### config.mk
export PLATFORM = sky130hd
export DESIGN_NAME = uart_buffered
export DESIGN_NICKNAME = d
export VERILOG_FILES = /design/src/rtl/uart_buffered.sv
export SDC_FILE = /design/constraint.sdc
export NUM_CORES = 1
export LEC_CHECK = 0
export BUFFER_PORTS_ARGS = -buffer_cell sky130_fd_sc_hd__buf_4
export CORE_MARGIN = 5
export CORE_UTILIZATION = 55
export CTS_CLUSTER_SIZE = 10
export DETAILED_ROUTE_END_ITERATION = 10
export PLACE_DENSITY = 0.86
export REMOVE_ABC_BUFFERS = 1
export SLEW_MARGIN = 20
export SYNTH_ARGS = -nofsm -noshare
export SYNTH_HDL_FRONTEND = slang
export SYNTH_SLANG_ARGS = --single-unit
### constraint.sdc
create_clock -name i_clk -period 2.9 [get_ports i_clk]
set_clock_uncertainty 0.15 [all_clocks]
set_input_delay 0.435 -clock i_clk [delete_from_list [all_inputs] [get_ports i_clk]]
set_output_delay 0.435 -clock i_clk [all_outputs]
set_load 0.01 [all_outputs]
### src/rtl/uart_buffered.sv
`default_nettype none
// ============================================================================
//  Module      : uart_buffered
//  Description : Full-duplex UART with TX and RX FIFOs, optional parity,
//                sticky parity/frame/overrun error flags.
//  Revision    : 1.0 - initial release
// ============================================================================

// Synchronous FIFO, first-word fall-through, pointers wrap modulo DEPTH.
module uart_buffered_fifo #(
    parameter int WIDTH = 8,
    parameter int DEPTH = 8
) (
    input  logic                       clk_i,
    input  logic                       rst_ni,
    input  logic                       push_i,
    input  logic [WIDTH-1:0]           data_i,
    input  logic                       pop_i,
    output logic [WIDTH-1:0]           data_o,
    output logic [$clog2(DEPTH+1)-1:0] count_o
);
    localparam int AW = $clog2(DEPTH);
    localparam int CW = $clog2(DEPTH+1);
    localparam logic [CW-1:0] c_depth = CW'(DEPTH);

    logic [WIDTH-1:0] mem_q [DEPTH];
    logic [AW-1:0]    wr_ptr_q;
    logic [AW-1:0]    rd_ptr_q;
    logic [CW-1:0]    count_q;
    logic [CW-1:0]    count_d;
    logic             do_push;
    logic             do_pop;

    // Full/empty gating uses the occupancy before this edge, so a push into a
    // full FIFO is refused even when a pop happens on the same edge.
    assign do_push = push_i && (count_q != c_depth);
    assign do_pop  = pop_i && (count_q != '0);
    assign data_o  = mem_q[rd_ptr_q];
    assign count_o = count_q;

    // Occupancy: simultaneous push and pop leave it unchanged.
    always_comb begin
        count_d = count_q;
        case ({do_push, do_pop})
            2'b10:   count_d = count_q + CW'(1);
            2'b01:   count_d = count_q - CW'(1);
            default: count_d = count_q;
        endcase
    end

    // Pointer and occupancy registers.
    always_ff @(posedge clk_i) begin
        if (!rst_ni) begin
            wr_ptr_q <= '0;
            rd_ptr_q <= '0;
            count_q  <= '0;
        end else begin
            if (do_push) wr_ptr_q <= wr_ptr_q + AW'(1);
            if (do_pop)  rd_ptr_q <= rd_ptr_q + AW'(1);
            count_q <= count_d;
        end
    end

    // Storage array; contents need no reset because occupancy guards reads.
    always_ff @(posedge clk_i) begin
        if (do_push) mem_q[wr_ptr_q] <= data_i;
    end
endmodule

module uart_buffered #(
    parameter int CLOCK_FREQ = 1_000_000,
    parameter int BAUD_RATE  = 115200,
    parameter int DATA_BITS  = 8,
    parameter int PARITY     = 0,
    parameter int FIFO_DEPTH = 8
) (
    input  logic                            i_clk,
    input  logic                            i_rst_n,
    input  logic [DATA_BITS-1:0]            data_in,
    input  logic                            data_in_valid,
    output logic                            data_in_ready,
    output logic [DATA_BITS-1:0]            data_out,
    output logic                            data_out_valid,
    input  logic                            data_out_ready,
    input  logic                            serial_in,
    output logic                            serial_out,
    input  logic                            i_err_clr,
    output logic                            o_parity_err,
    output logic                            o_frame_err,
    output logic                            o_overrun,
    output logic [$clog2(FIFO_DEPTH+1)-1:0] o_tx_count,
    output logic [$clog2(FIFO_DEPTH+1)-1:0] o_rx_count
);
    localparam int DIV   = CLOCK_FREQ / BAUD_RATE;
    localparam int CNT_W = $clog2(DIV+1);
    localparam int BIT_W = 4;
    localparam int CW    = $clog2(FIFO_DEPTH+1);

    localparam logic [CNT_W-1:0] c_div_last = CNT_W'(DIV-1);
    localparam logic [CNT_W-1:0] c_div_half = CNT_W'(DIV/2-1);
    localparam logic [BIT_W-1:0] c_bit_last = BIT_W'(DATA_BITS-1);
    localparam logic [CW-1:0]    c_depth    = CW'(FIFO_DEPTH);

    typedef enum logic [2:0] {
        ST_IDLE   = 3'd0,
        ST_START  = 3'd1,
        ST_DATA   = 3'd2,
        ST_PARITY = 3'd3,
        ST_STOP   = 3'd4
    } state_t;

    // Parity bit that makes the frame even (PARITY=1) or odd (PARITY=2).
    function automatic logic par_of(input logic [DATA_BITS-1:0] d);
        return (PARITY == 2) ? ~(^d) : ^d;
    endfunction

    // ------------------------------------------------------------------ FIFOs
    logic [DATA_BITS-1:0] tx_head;
    logic                 tx_pop;
    logic                 rx_word_valid;

    uart_buffered_fifo #(.WIDTH(DATA_BITS), .DEPTH(FIFO_DEPTH)) u_tx_fifo (
        .clk_i   (i_clk),
        .rst_ni  (i_rst_n),
        .push_i  (data_in_valid),
        .data_i  (data_in),
        .pop_i   (tx_pop),
        .data_o  (tx_head),
        .count_o (o_tx_count)
    );

    logic [DATA_BITS-1:0] rx_shift_q, rx_shift_d;

    uart_buffered_fifo #(.WIDTH(DATA_BITS), .DEPTH(FIFO_DEPTH)) u_rx_fifo (
        .clk_i   (i_clk),
        .rst_ni  (i_rst_n),
        .push_i  (rx_word_valid),
        .data_i  (rx_shift_q),
        .pop_i   (data_out_ready),
        .data_o  (data_out),
        .count_o (o_rx_count)
    );

    assign data_in_ready  = (o_tx_count != c_depth);
    assign data_out_valid = (o_rx_count != '0);

    // -------------------------------------------------------------------- TX
    state_t               tx_state_q, tx_state_d;
    logic [CNT_W-1:0]     tx_cnt_q, tx_cnt_d;
    logic [BIT_W-1:0]     tx_bit_q, tx_bit_d;
    logic [DATA_BITS-1:0] tx_shift_q, tx_shift_d;
    logic                 tx_par_q, tx_par_d;
    logic                 tx_line;
    logic                 serial_out_q;
    logic                 tx_tick;
    logic                 tx_have;

    assign tx_tick    = (tx_cnt_q == c_div_last);
    assign tx_have    = (o_tx_count != '0);
    assign serial_out = serial_out_q;

    // TX next-state: load from FIFO head in IDLE or directly at the end of
    // STOP so consecutive frames abut without an idle gap.
    always_comb begin
        tx_state_d = tx_state_q;
        tx_cnt_d   = tx_cnt_q;
        tx_bit_d   = tx_bit_q;
        tx_shift_d = tx_shift_q;
        tx_par_d   = tx_par_q;
        tx_pop     = 1'b0;
        case (tx_state_q)
            ST_IDLE: begin
                tx_cnt_d = '0;
                if (tx_have) begin
                    tx_pop     = 1'b1;
                    tx_shift_d = tx_head;
                    tx_par_d   = par_of(tx_head);
                    tx_state_d = ST_START;
                end
            end
            ST_START: begin
                tx_cnt_d = tx_cnt_q + CNT_W'(1);
                if (tx_tick) begin
                    tx_cnt_d   = '0;
                    tx_bit_d   = '0;
                    tx_state_d = ST_DATA;
                end
            end
            ST_DATA: begin
                tx_cnt_d = tx_cnt_q + CNT_W'(1);
                if (tx_tick) begin
                    tx_cnt_d   = '0;
                    tx_shift_d = tx_shift_q >> 1;
                    tx_bit_d   = tx_bit_q + BIT_W'(1);
                    if (tx_bit_q == c_bit_last)
                        tx_state_d = (PARITY != 0) ? ST_PARITY : ST_STOP;
                end
            end
            ST_PARITY: begin
                tx_cnt_d = tx_cnt_q + CNT_W'(1);
                if (tx_tick) begin
                    tx_cnt_d   = '0;
                    tx_state_d = ST_STOP;
                end
            end
            ST_STOP: begin
                tx_cnt_d = tx_cnt_q + CNT_W'(1);
                if (tx_tick) begin
                    tx_cnt_d   = '0;
                    tx_state_d = ST_IDLE;
                    if (tx_have) begin
                        tx_pop     = 1'b1;
                        tx_shift_d = tx_head;
                        tx_par_d   = par_of(tx_head);
                        tx_state_d = ST_START;
                    end
                end
            end
            default: tx_state_d = ST_IDLE;
        endcase
    end

    // Line level implied by the current TX state.
    always_comb begin
        tx_line = 1'b1;
        case (tx_state_q)
            ST_START:  tx_line = 1'b0;
            ST_DATA:   tx_line = tx_shift_q[0];
            ST_PARITY: tx_line = tx_par_q;
            default:   tx_line = 1'b1;
        endcase
    end

    // TX registers; the line is registered one clock behind the state, which
    // places the start bit two clocks after the accepting edge.
    always_ff @(posedge i_clk) begin
        if (!i_rst_n) begin
            tx_state_q   <= ST_IDLE;
            tx_cnt_q     <= '0;
            tx_bit_q     <= '0;
            tx_shift_q   <= '0;
            tx_par_q     <= 1'b0;
            serial_out_q <= 1'b1;
        end else begin
            tx_state_q   <= tx_state_d;
            tx_cnt_q     <= tx_cnt_d;
            tx_bit_q     <= tx_bit_d;
            tx_shift_q   <= tx_shift_d;
            tx_par_q     <= tx_par_d;
            serial_out_q <= tx_line;
        end
    end

    // -------------------------------------------------------------------- RX
    state_t           rx_state_q, rx_state_d;
    logic [CNT_W-1:0] rx_cnt_q, rx_cnt_d;
    logic [BIT_W-1:0] rx_bit_q, rx_bit_d;
    logic             rx_par_q, rx_par_d;
    logic             armed_q, armed_d;
    logic             sync1_q, sync2_q;
    logic             rx_tick;
    logic             rx_frame_evt;
    logic             rx_par_evt;
    logic             rx_par_bad;
    logic             overrun_evt;

    assign rx_tick    = (rx_cnt_q == c_div_last);
    assign rx_par_bad = (PARITY != 0) && (rx_par_q != par_of(rx_shift_q));

    // Two-flop synchronizer for the asynchronous serial input.
    always_ff @(posedge i_clk) begin
        if (!i_rst_n) begin
            sync1_q <= 1'b1;
            sync2_q <= 1'b1;
        end else begin
            sync1_q <= serial_in;
            sync2_q <= sync1_q;
        end
    end

    // RX next-state: a falling edge is a low level seen while armed; arming
    // requires a high sample, so a stuck-low line after a frame error waits.
    always_comb begin
        rx_state_d    = rx_state_q;
        rx_cnt_d      = rx_cnt_q;
        rx_bit_d      = rx_bit_q;
        rx_shift_d    = rx_shift_q;
        rx_par_d      = rx_par_q;
        armed_d       = armed_q;
        rx_word_valid = 1'b0;
        rx_frame_evt  = 1'b0;
        rx_par_evt    = 1'b0;
        case (rx_state_q)
            ST_IDLE: begin
                rx_cnt_d = '0;
                if (sync2_q)
                    armed_d = 1'b1;
                else if (armed_q)
                    rx_state_d = ST_START;
            end
            ST_START: begin
                rx_cnt_d = rx_cnt_q + CNT_W'(1);
                if (rx_cnt_q == c_div_half) begin
                    rx_cnt_d   = '0;
                    rx_bit_d   = '0;
                    rx_state_d = sync2_q ? ST_IDLE : ST_DATA;
                end
            end
            ST_DATA: begin
                rx_cnt_d = rx_cnt_q + CNT_W'(1);
                if (rx_tick) begin
                    rx_cnt_d   = '0;
                    rx_shift_d = {sync2_q, rx_shift_q[DATA_BITS-1:1]};
                    rx_bit_d   = rx_bit_q + BIT_W'(1);
                    if (rx_bit_q == c_bit_last)
                        rx_state_d = (PARITY != 0) ? ST_PARITY : ST_STOP;
                end
            end
            ST_PARITY: begin
                rx_cnt_d = rx_cnt_q + CNT_W'(1);
                if (rx_tick) begin
                    rx_cnt_d   = '0;
                    rx_par_d   = sync2_q;
                    rx_state_d = ST_STOP;
                end
            end
            ST_STOP: begin
                rx_cnt_d = rx_cnt_q + CNT_W'(1);
                if (rx_tick) begin
                    rx_cnt_d   = '0;
                    rx_state_d = ST_IDLE;
                    if (!sync2_q) begin
                        rx_frame_evt = 1'b1;
                        armed_d      = 1'b0;
                    end else if (rx_par_bad) begin
                        rx_par_evt = 1'b1;
                    end else begin
                        rx_word_valid = 1'b1;
                    end
                end
            end
            default: rx_state_d = ST_IDLE;
        endcase
    end

    // RX registers.
    always_ff @(posedge i_clk) begin
        if (!i_rst_n) begin
            rx_state_q <= ST_IDLE;
            rx_cnt_q   <= '0;
            rx_bit_q   <= '0;
            rx_shift_q <= '0;
            rx_par_q   <= 1'b0;
            armed_q    <= 1'b0;
        end else begin
            rx_state_q <= rx_state_d;
            rx_cnt_q   <= rx_cnt_d;
            rx_bit_q   <= rx_bit_d;
            rx_shift_q <= rx_shift_d;
            rx_par_q   <= rx_par_d;
            armed_q    <= armed_d;
        end
    end

    // ------------------------------------------------------------ error flags
    assign overrun_evt = rx_word_valid && (o_rx_count == c_depth);

    // Sticky flags: a new event on the clearing edge keeps the flag set.
    always_ff @(posedge i_clk) begin
        if (!i_rst_n) begin
            o_parity_err <= 1'b0;
            o_frame_err  <= 1'b0;
            o_overrun    <= 1'b0;
        end else begin
            o_parity_err <= rx_par_evt   | (o_parity_err & ~i_err_clr);
            o_frame_err  <= rx_frame_evt | (o_frame_err  & ~i_err_clr);
            o_overrun    <= overrun_evt  | (o_overrun    & ~i_err_clr);
        end
    end
endmodule
`default_nettype wire
==> results.json, run 1 <==
{
  "clock-sinks": 200,
  "crit_path_frequent_cell": "ha_1",
  "ant_nets": 0,
  "start_util": 0.556,
  "ys_seq_area_frac": 0.630,
  "swShare": 0.257,
  "synthCells": 594,
  "cts_setup_buffers": 0,
  "drc": 0,
  "synthArstFlopShare": 0,
  "stdcell_count": 854,
  "synth_cell_type_count": 60,
  "worstSetupStartpointType": "register",
  "cp_cell_sequence": "ha_2 > nand3b_1 > nor3_2 > a21boi_2 > inv_1 > ha_1 > ha_1 > a21o_1 > a21oi_2 > xnor2_1 > or3_1 > a21boi_0",
  "ys_warn_count": 0,
  "synth_area_mm2": 0.00839,
  "leakagePower_nw": 3.39,
  "path_max_fanout": 4,
  "layout.nets": 682,
  "gp_congestion": 0.863,
  "antenna_found_initial": 0,
  "rsz0062_at_grt": "no",
  "first_iter_violations": 271,
  "fp.coreArea_mm2": 0.0151,
  "viasPerCell": 5.67,
  "whs_endpoint": "sync1_q$_SDFF_PN1_",
  "critPathMaxStageDelay_ns": 0.36,
  "hp-class": "in2reg",
  "cp.buffers_inverters": 1,
  "combPwrFrac": 0.193,
  "io_buffers": 35,
  "num_rows": 45,
  "placed_cells": 822,
  "irDropWorstVdd_mv": 0.558,
  "grt_pass1_wl_um": 25000,
  "critical-path-top-delay-family": "compound AO/OA/AOI/OAI gates",
  "dpl-instance-area_mm2": 0.00901,
  "r2r-end": "u_rx_fifo.count_o[3]$_SDFFE_PN0P_",
  "routedWlPerCell_um": 17.6,
  "powerDensity_mw_per_mm2": 738,
  "p_int_mw": 5.28,
  "outcome": "finished clean",
  "relSlewSlack": 0.591,
  "cts_max_path_buffers": 2,
  "tightest_slew_ns": 0.613,
  "die_h_um": 134,
  "clk_latency_ns": 0.44,
  "max_cap_viol_count": 0,
  "rr_startpoint": "rx_cnt_q[0]$_SDFFE_PN0P_",
  "power.switching_mw": 1.83,
  "drv_slew": 0,
  "max_freq_ghz": 0.362,
  "hold_viol_final": 0,
  "post-route-min-period_ns": 2.76,
  "utilization": 0.639,
  "synth_edf_count": 128,
  "clk_pin_slew_ns": 0.07,
  "drive_gt1_frac": 0.240,
  "area_delta_synth_final_pct": 14.8,
  "critical_path_class": "reg2reg",
  "fin_crit_sh": 0.953,
  "end_kind": "register",
  "hold_start": "serial_in",
  "vias": 4838,
  "worstRegToRegCells": 12,
  "pwr-share-clk": 0.336,
  "crit_slowest_cell": "dfxtp_2",
  "htree_levels": 4,
  "power_mw": 7.11,
  "rrSetupSlack_ns": 0.14,
  "firstDrtPassIters": 4,
  "whs_path_depth": 2,
  "pwr-share-seq": 0.472,
  "syn_avg_cell_area_um2": 14.1,
  "grt_max_degree": 67,
  "wirelength_um": 15000,
  "cts_buffers": 17,
  "dieWidth_um": 134,
  "synth-seq-cells": 200,
  "antenna_cells": 0,
  "required_ns": 3.11,
  "cts_tree": "done",
  "io_pins": 36,
  "synthFlopType": "edfxtp_1",
  "die_area_mm2": 0.0178,
  "grtUsageTotal": 0.180,
  "setup_viol": 0,
  "grt-ovfl-total": 0,
  "fin_area_mm2": 0.00964,
  "grt_pass1_vias": 4952,
  "dp_hpwl_um": 9970,
  "cp.arrival_ns": 2.97,
  "cts_root_buf": "clkbuf_16"
}
==> cells by family (layout without fill, tap and decap cells) <==
group	Yosys count	after routing	share of synthesized area
compound gates	78	78	0.0604
xor+xnor	25	25	0.0297
fa+ha+maj	15	15	0.0233
buf+inv	39	111	0.0227
flops	200	200	0.630
mux	60	60	0.128
simple gates	177	177	0.106
==> registers in the layout, indices dropped and copies added, names as in the netlist, 3 cells and up, named ones only <==
signal,flops
rx_shift_q,8
u_tx_fifo.wr_ptr_q,3
u_tx_fifo.count_o,4
tx_shift_q,8
tx_state_q,3
u_tx_fifo.rd_ptr_q,3
u_rx_fifo.wr_ptr_q,3
u_rx_fifo.mem_q,64
tx_bit_q,4
u_rx_fifo.rd_ptr_q,3
rx_cnt_q,4
rx_bit_q,4
u_rx_fifo.count_o,4
tx_cnt_q,4
u_tx_fifo.mem_q,64
rx_state_q,3
==> power groups by stage <==
stage                     Clock (mW)  Sequential [mW]  Combinational (mW)
after global routing            2.55             3.37                1.51
after global placement             0             3.39                1.30
final                           2.38             3.35                1.37
after floorplan                    0             3.41               0.962
after CTS                       2.42             3.35                1.38
after detailed placement           0             3.41                1.36
==> cell type report <==
cell class | instances | area [um^2]
Fill cell | 1072 | 5450
Sequential cell | 200 | 5290
Multi-Input combinational cell | 355 | 2940
Timing Repair Buffer | 70 | 538
Clock buffer | 17 | 425
Tap cell | 188 | 235
Clock inverter | 15 | 178
Inverter | 9 | 33.8
==> placed cells by master (no fill, tap or decap), types with 4 or more instances in the layout <==
cell type    n
ha_1        11
mux4_1       6
nor2_1      24
inv_1        8
clkinv_4     4
buf_4       69
o21ai_1      6
nor2b_1     15
nor3_1      13
a21boi_0    12
o21ai_0     15
a21oi_1     16
or3_1        8
mux2_2      15
nand2b_1    12
nand3_1      6
xor2_1       9
o211a_1      5
clkbuf_16   17
xnor2_1     13
clkinv_2     4
nand2_1     60
dfxtp_1     70
and2_1      21
mux2i_1     10
mux4_2      26
edfxtp_1   128
==> worst max path at each step <==
| stage | start | endpoint | slack, ns | depth (start not counted) |
|---|---|---|---|---|
| after floorplan | rx_cnt_q[0]$_SDFFE_PN0P_ | u_rx_fifo.count_o[3]$_SDFFE_PN0P_ | -0.02 | 12 |
| after detailed placement | rx_cnt_q[0]$_SDFFE_PN0P_ | u_rx_fifo.count_o[3]$_SDFFE_PN0P_ | -0.04 | 12 |
| final | rx_cnt_q[0]$_SDFFE_PN0P_ | u_rx_fifo.count_o[3]$_SDFFE_PN0P_ | 0.14 | 12 |
| after global routing | rx_cnt_q[0]$_SDFFE_PN0P_ | u_rx_fifo.count_o[3]$_SDFFE_PN0P_ | 0.003 | 12 |
| after CTS | rx_cnt_q[0]$_SDFFE_PN0P_ | u_rx_fifo.count_o[3]$_SDFFE_PN0P_ | 0.006 | 12 |
| after global placement | rx_cnt_q[0]$_SDFFE_PN0P_ | u_rx_fifo.count_o[3]$_SDFFE_PN0P_ | 0.13 | 12 |
==> synth_stat cells (all sizes together), types with 3 or more instances <==
| cell type | count | area [um^2] |
|---|---|---|
| or3 | 8 | 50.1 |
| xnor2 | 14 | 130 |
| nand2b | 12 | 75.1 |
| inv | 9 | 33.8 |
| a21oi | 18 | 93.8 |
| dfxtp | 72 | 1440 |
| nor2b | 15 | 93.8 |
| ha | 14 | 175 |
| o21ai | 21 | 105 |
| a31oi | 3 | 18.8 |
| o211a | 5 | 50.1 |
| nand3 | 6 | 30.0 |
| edfxtp | 128 | 3840 |
| mux2 | 16 | 184 |
| a21o | 3 | 22.5 |
| nor3 | 14 | 70.1 |
| or2 | 3 | 18.8 |
| mux4 | 32 | 743 |
| xor2 | 10 | 95.1 |
| buf | 9 | 77.6 |
| a21boi | 16 | 120 |
| clkbuf | 21 | 78.8 |
| nand2 | 60 | 225 |
| a32oi | 3 | 26.3 |
| nor2 | 24 | 90.1 |
| and2 | 21 | 131 |
| mux2i | 12 | 145 |
==> stage by stage <==
stage / hold slack (ns) / setup slack, ns / setup TNS [ns]
2_1_floorplan: 0.236 / -0.0173 / -0.0173
3_3_place_gp: 0.276 / 0.135 / 0
3_5_place_dp: 0.274 / -0.0411 / -0.0411
4_1_cts: 0.0127 / 0.00637 / 0
5_1_grt: 0.0324 / 0.00280 / 0
6_report: 0.0297 / 0.136 / 0
==> what timing repair did <==
item                                    4_1_cts  5_1_grt
endpoints found under the setup margin        1        3
hold buffers                                  0        0
pin swaps                                     0        1
hold endpoints to repair                      0        0
gates resized for setup                       2        9
==> routing by layer <==
metal	global-route usage	share of wire
met5	0	0
met4	0.0680	0.017
met3	0.0412	0.032
met2	0.321	0.53
met1	0.214	0.42
(Power assumes the default switching activity.)
==> run 2, diff against run 1 <==
--- a/config.mk
+++ b/config.mk
@@ -6,6 +6,7 @@
 export NUM_CORES = 1
 export LEC_CHECK = 0
 export BUFFER_PORTS_ARGS = -buffer_cell sky130_fd_sc_hd__buf_4
+export CAP_MARGIN = 20
 export CORE_MARGIN = 5
 export CORE_UTILIZATION = 55
 export CTS_CLUSTER_SIZE = 10
@@ -15,4 +16,5 @@
 export SLEW_MARGIN = 20
 export SYNTH_ARGS = -nofsm -noshare
 export SYNTH_HDL_FRONTEND = slang
+export SYNTH_HIERARCHICAL = 1
 export SYNTH_SLANG_ARGS = --single-unit
==> run 2 against run 1 <==
Critical path depth shrank 3. Highest routed layer unchanged. Core utilization decreased by 0.33 points. Flip-flop and latch count unchanged.
==> results.json, run 2 <==
{
  "pwr-share-clk": 0.325,
  "placed_cells": 853,
  "irDropWorstVdd_mv": 0.541,
  "hp-class": "in2reg",
  "yosysTopAreaCellShare": 0.440,
  "synth_edf_count": 128,
  "worstRegToRegCells": 9,
  "tightest_slew_ns": 0.694,
  "hold_viol_final": 0,
  "post-route-min-period_ns": 2.79,
  "outcome": "finished clean",
  "fin_crit_sh": 0.963,
  "synthSimpleGateAreaFrac": 0.102,
  "setup_viol": 0,
  "synth_commonest_cells": "edfxtp_1, dfxtp_1, nand2_1",
  "synth_fa_ha_area_frac": 0.0201,
  "first_iter_violations": 497,
  "drive_gt1_frac": 0.217,
  "leakagePower_nw": 3.59,
  "end_kind": "register",
  "htree_levels": 4,
  "multi_input_area_mm2": 0.00326,
  "p_int_mw": 5.10,
  "synth_most_common_cell": "edfxtp_1",
  "layout.nets": 687,
  "routedWlPerCell_um": 19.8,
  "antenna_found_initial": 0,
  "start_util": 0.556,
  "combPwrFrac": 0.216,
  "synth_area_mm2": 0.00874,
  "syn_avg_cell_area_um2": 14.5,
  "synthXorXnorAreaFrac": 0.0221,
  "path_max_fanout": 7,
  "synth_compound_area_frac": 0.0779,
  "power.switching_mw": 2.13,
  "layout_common_cells": "edfxtp_1, buf_4, dfxtp_1",
  "grt_pass1_vias": 5365,
  "io_pins": 36,
  "cp.arrival_ns": 3.00,
  "critPathMaxStageDelay_ns": 0.42,
  "grtUsageTotal": 0.197,
  "cp_cell_sequence": "ha_4 > nand3b_2 > a211oi_2 > o41a_1 > buf_4 > ha_1 > mux2_2 > o41ai_1 > mux2i_1",
  "clk_latency_ns": 0.44,
  "dieWidth_um": 136,
  "synthCells": 603,
  "seq_area_mm2": 0.00529,
  "firstDrtPassIters": 5,
  "hold-worst-slack_ns": 0.0295,
  "ys_warn_count": 6,
  "fin_area_mm2": 0.00998,
  "fp.coreArea_mm2": 0.0157,
  "swShare": 0.295,
  "synth_mux_area_frac": 0.147,
  "max_cap_viol_count": 0,
  "area_delta_synth_final_pct": 14.3,
  "max_freq_ghz": 0.358,
  "powerDensity_mw_per_mm2": 724,
  "ant_nets": 0,
  "clk_pin_slew_ns": 0.08,
  "worstSetupStartpointType": "register",
  "die_h_um": 136,
  "grt-ovfl-total": 0,
  "critical_path_class": "reg2reg",
  "crit_slowest_cell": "dfxtp_1",
  "relSlewSlack": 0.537,
  "synth_top_family_by_area": "multiplexers",
  "required_ns": 3.11,
  "synth-seq-cells": 200,
  "viasPerCell": 6.05,
  "clock-sinks": 200,
  "antenna_cells": 0,
  "reg_top3": "u_rx_fifo/mem_q x64, u_tx_fifo/mem_q x64",
  "io_buffers": 35,
  "cts_buffers": 17,
  "fillCellCount": 1046,
  "synthArstFlopShare": 0,
  "yosys.area.top_type": "edfxtp_1",
  "ys_seq_area_frac": 0.605,
  "dpl-instance-area_mm2": 0.00931,
  "cts_tree": "done",
  "whs_path_depth": 2,
  "vias": 5375,
  "grt_max_degree": 31,
  "stdcell_count": 888,
  "drv_slew": 0,
  "yosys-top-cells-area": "edfxtp_1, dfxtp_1, mux4_1",
  "wirelength_um": 17500,
  "grt_pass1_wl_um": 27800,
  "drc": 0,
  "num_rows": 46,
  "cts_max_path_buffers": 2,
  "cts_root_buf": "clkbuf_16",
  "mostFrequentLayoutCell": "edfxtp_1",
  "synthFlopType": "edfxtp_1",
  "synth_cell_type_count": 71,
  "gp_congestion": 0.799,
  "dp_hpwl_um": 11000,
  "die_area_mm2": 0.0185,
  "pwr-share-seq": 0.458
}
==> run 2: changes by cell type in the layout (fill, tap and decap cells not counted), moves of 5 or more <==
cell	before	now
and2_1	21	11
o211a_1	5	0
a21boi_0	12	5
mux4_2	26	6
o311a_1	0	7
clkinv_8	0	5
nand2_1	60	28
mux2i_1	10	26
mux4_1	6	26
==> run 2: final timing paths <==
path	startpoint	endpoint	slack [ns]
setup / recovery	tx_cnt_q[1]$_SDFFE_PN0P_	u_tx_fifo/count_o[3]$_SDFFE_PN0P_	0.11
setup reg to reg	tx_cnt_q[1]$_SDFFE_PN0P_	u_tx_fifo/count_o[3]$_SDFFE_PN0P_	0.11
hold / removal	serial_in	sync1_q$_SDFF_PN1_	0.03
hold reg to reg	sync1_q$_SDFF_PN1_	sync2_q$_SDFF_PN1_	0.27
==> run 2: what timing repair did <==
item,CTS,global route
buffers inserted,0,3
gates resized for setup,4,9
hold buffers,0,0
pin swaps,0,1
setup endpoints to repair,5,3
==> run 2: metal layers <==
| layer | routed length [um] | track usage | up-vias |
|---|---|---|---|
| li1 | - | - | 2444 |
| met2 | 9160 | 0.343 | 203 |
| met3 | 911 | 0.0366 | 55 |
| met5 | 0 | 0 | - |
| met4 | 564 | 0.0851 | 0 |
| met1 | 6910 | 0.240 | 2673 |
==> run 2: cell families after synthesis <==
logic type / count (synthesis)
AND/OR/NAND/NOR: 153
flip-flops: 200
multiplexers: 76
XOR/XNOR: 22
AO/OA/AOI/OAI: 95
adder cells (fa/ha/maj): 14
buffers and inverters: 43
==> run 2: stage by stage <==
step | utilization | TNS (ns) | setup WS, ns | total power [mW]
detailed placement | 0.593 | -0.0353 | -0.0318 | 4.82
CTS | 0.632 | 0 | 0.0107 | 7.16
global route | 0.635 | -0.0395 | -0.0395 | 7.52
finish | 0.635 | 0 | 0.106 | 7.23
floorplan | - | 0 | 0.0606 | 4.37
global placement | 0.593 | 0 | 0.170 | 4.71
==> run 2: power by group through the flow <==
stage | registers (mW) | clock network, mW | logic (mW)
2_1_floorplan | 3.41 | 0 | 0.960
3_3_place_gp | 3.35 | 0 | 1.37
3_5_place_dp | 3.36 | 0 | 1.45
4_1_cts | 3.30 | 2.38 | 1.48
5_1_grt | 3.33 | 2.50 | 1.69
6_report | 3.31 | 2.35 | 1.56
==> run 2: final cells by class <==
type | instances | area share
inverters | 11 | 0.00414
well taps | 216 | 0.0271
flip-flops and latches | 200 | 0.530
clock buffers | 17 | 0.0426
clock inverters | 15 | 0.0178
repair buffers | 69 | 0.0519
multi-input cells | 360 | 0.327
==> run 2: critical path: cells and delay by family, from the launching register on <==
family / cells / cell delay, ns
AOI/OAI and AO/OA: 3 / 0.86
adders and majority gates: 2 / 0.44
buffers and inverters: 1 / 0.13
DFF: 1 / 0.42
muxes: 2 / 0.60
and+or+nand+nor: 1 / 0.10
==> run 3, diff against run 2 <==
--- a/config.mk
+++ b/config.mk
@@ -7,11 +7,13 @@
 export LEC_CHECK = 0
 export BUFFER_PORTS_ARGS = -buffer_cell sky130_fd_sc_hd__buf_4
 export CAP_MARGIN = 20
+export CELL_PAD_IN_SITES_DETAIL_PLACEMENT = 0
+export CELL_PAD_IN_SITES_GLOBAL_PLACEMENT = 1
 export CORE_MARGIN = 5
-export CORE_UTILIZATION = 55
+export CORE_UTILIZATION = 47
 export CTS_CLUSTER_SIZE = 10
 export DETAILED_ROUTE_END_ITERATION = 10
-export PLACE_DENSITY = 0.86
+export PLACE_DENSITY = 0.87
 export REMOVE_ABC_BUFFERS = 1
 export SLEW_MARGIN = 20
 export SYNTH_ARGS = -nofsm -noshare
==> run 3 against run 2 <==
Non-clock buffer count fell by 1. Design area fell by 0.15%. Register-to-register slack improved by 0.07 ns. Sequential power barely moved. Clock power barely moved. Critical path depth rose by 1. Fmax rose by 2.5%. Setup slack improved by 0.067 ns. Global-route usage fell by 4.6 points. Critical endpoint unchanged.
==> results.json, run 3 (synthesis gave the netlist of run 2 again) <==
{
  "outcome": "finished clean",
  "vias": 5038,
  "gp_congestion": 0.741,
  "die_area_mm2": 0.0214,
  "clk_latency_ns": 0.43,
  "fillCellCount": 1450,
  "powerDensity_mw_per_mm2": 710,
  "wl_met2_um": 8310,
  "irDropWorstVdd_mv": 0.580,
  "critPathMaxStageDelay_ns": 0.40,
  "grt_pass1_wl_um": 25900,
  "grt-ovfl-total": 0,
  "layout.nets": 686,
  "tightest_slew_ns": 0.624,
  "drc": 0,
  "num_rows": 49,
  "firstDrtPassIters": 4,
  "path_max_fanout": 7,
  "setup_viol": 0,
  "hp-class": "in2reg",
  "rsz0062_at_grt": "no",
  "wl_met1_um": 6920,
  "routedWlPerCell_um": 17.6,
  "layout_common_cells": "edfxtp_1, dfxtp_1, buf_4",
  "mostFrequentLayoutCell": "edfxtp_1",
  "drv_slew": 0,
  "cts_max_path_buffers": 2,
  "cts_root_buf": "clkbuf_16",
  "area_delta_synth_final_pct": 14.1,
  "crit_slowest_cell": "dfxtp_1",
  "placed_cells": 867,
  "cts_tree": "done",
  "cts_hold_buf": 0,
  "required_ns": 3.11,
  "pwr-share-seq": 0.468,
  "hold_viol_final": 0,
  "end_kind": "register",
  "swShare": 0.287,
  "routed.top_layer": "met4",
  "reg_top3": "u_rx_fifo/mem_q x64, u_tx_fifo/mem_q x64",
  "critical-path-top-delay-family": "compound AO/OA/AOI/OAI gates",
  "worstSetupStartpointType": "register",
  "cts_buffers": 17,
  "pwr-share-clk": 0.330,
  "grt_pass1_vias": 5009,
  "cp_cell_sequence": "ha_4 > nand3b_2 > a211oi_2 > o41a_1 > buf_4 > ha_1 > nor4b_1 > a41oi_1 > o41ai_1 > mux2i_1",
  "antenna_found_initial": 0,
  "setup_slack_ns": 0.173,
  "io_buffers": 35,
  "first_iter_violations": 403,
  "power_mw": 7.08,
  "ant_nets": 0,
  "critical_path_class": "reg2reg",
  "dieWidth_um": 146,
  "cp.arrival_ns": 2.94,
  "leakagePower_nw": 3.58,
  "max_cap_viol_count": 0,
  "clk_pin_slew_ns": 0.08,
  "grtUsageTotal": 0.152,
  "stdcell_count": 900,
  "combPwrFrac": 0.202,
  "max_freq_ghz": 0.367,
  "cp.buffers_inverters": 1,
  "wl_met3_um": 466,
  "fin_crit_sh": 0.940,
  "fp.coreArea_mm2": 0.0181,
  "grt_max_degree": 31,
  "post-route-min-period_ns": 2.73,
  "start_util": 0.481,
  "antenna_cells": 0,
  "power.switching_mw": 2.03,
  "relSlewSlack": 0.582,
  "drive_gt1_frac": 0.207,
  "wirelength_um": 15800,
  "fin_setup_tns_ns": 0,
  "htree_levels": 4,
  "post-place-ws_ns": 0.0851,
  "io_pins": 36,
  "dp_hpwl_um": 10200,
  "die_h_um": 146,
  "viasPerCell": 5.60,
  "clock-sinks": 200,
  "p_int_mw": 5.05
}
[run 3: cell count changes in the layout (fill, tap and decap cells not counted), sizes merged]
| cell | previous run | this run |
|---|---|---|
| buf | 69 | 68 |
| clkinv | 8 | 5 |
| clkinvlp | 1 | 3 |
| inv | 17 | 18 |
[run 3: power groups by stage]
stage               Sequential (mW)  Combinational (mW)  Clock [mW]
floorplan                      3.41               0.960           0
global placement               3.36                1.36           0
detailed placement             3.37                1.41           0
CTS                            3.31                1.42        2.38
global route                   3.33                1.57        2.51
finish                         3.31                1.43        2.33
[run 3: worst paths after layout]
| kind | from | to | slack, ns | cells after the start |
|---|---|---|---|---|
| setup / recovery | tx_cnt_q[1]$_SDFFE_PN0P_ | u_tx_fifo/count_o[3]$_SDFFE_PN0P_ | 0.17 | 10 |
| setup reg to reg | tx_cnt_q[1]$_SDFFE_PN0P_ | u_tx_fifo/count_o[3]$_SDFFE_PN0P_ | 0.17 | 10 |
| hold / removal | serial_in | sync1_q$_SDFF_PN1_ | 0.03 | 2 |
| hold reg to reg | sync1_q$_SDFF_PN1_ | sync2_q$_SDFF_PN1_ | 0.27 | 1 |
[run 3: routing by layer]
| metal | vias up | GRT usage |
|---|---|---|
| met5 | - | 0 |
| met4 | 0 | 0.0466 |
| met3 | 9 | 0.0307 |
| met2 | 69 | 0.263 |
| met1 | 2513 | 0.192 |
| li1 | 2447 | - |
[run 3: area by class of cell]
| cell class | count | area, um^2 | area share |
|---|---|---|---|
| Multi-Input combinational cell | 360 | 3240 | 0.325 |
| Tap cell | 229 | 287 | 0.0287 |
| Clock inverter | 15 | 178 | 0.0178 |
| Clock buffer | 17 | 425 | 0.0427 |
| Inverter | 11 | 41.3 | 0.00414 |
| Sequential cell | 200 | 5290 | 0.531 |
| Timing Repair Buffer | 68 | 510 | 0.0512 |
[run 3: per-stage QoR]
| stage | area [um^2] | hold WS, ns | utilization |
|---|---|---|---|
| after floorplan | 8550 | 0.236 | - |
| after global placement | 9340 | 0.246 | 0.515 |
| after detailed placement | 9340 | 0.251 | 0.515 |
| after CTS | 9940 | 0.0147 | 0.548 |
| after global routing | 9970 | 0.0291 | 0.549 |
| final | 9970 | 0.0271 | 0.549 |
[run 3: repair_timing]
action,CTS,global route
buffers inserted,0,1
endpoints found under the setup margin,0,4
resized for setup,0,6
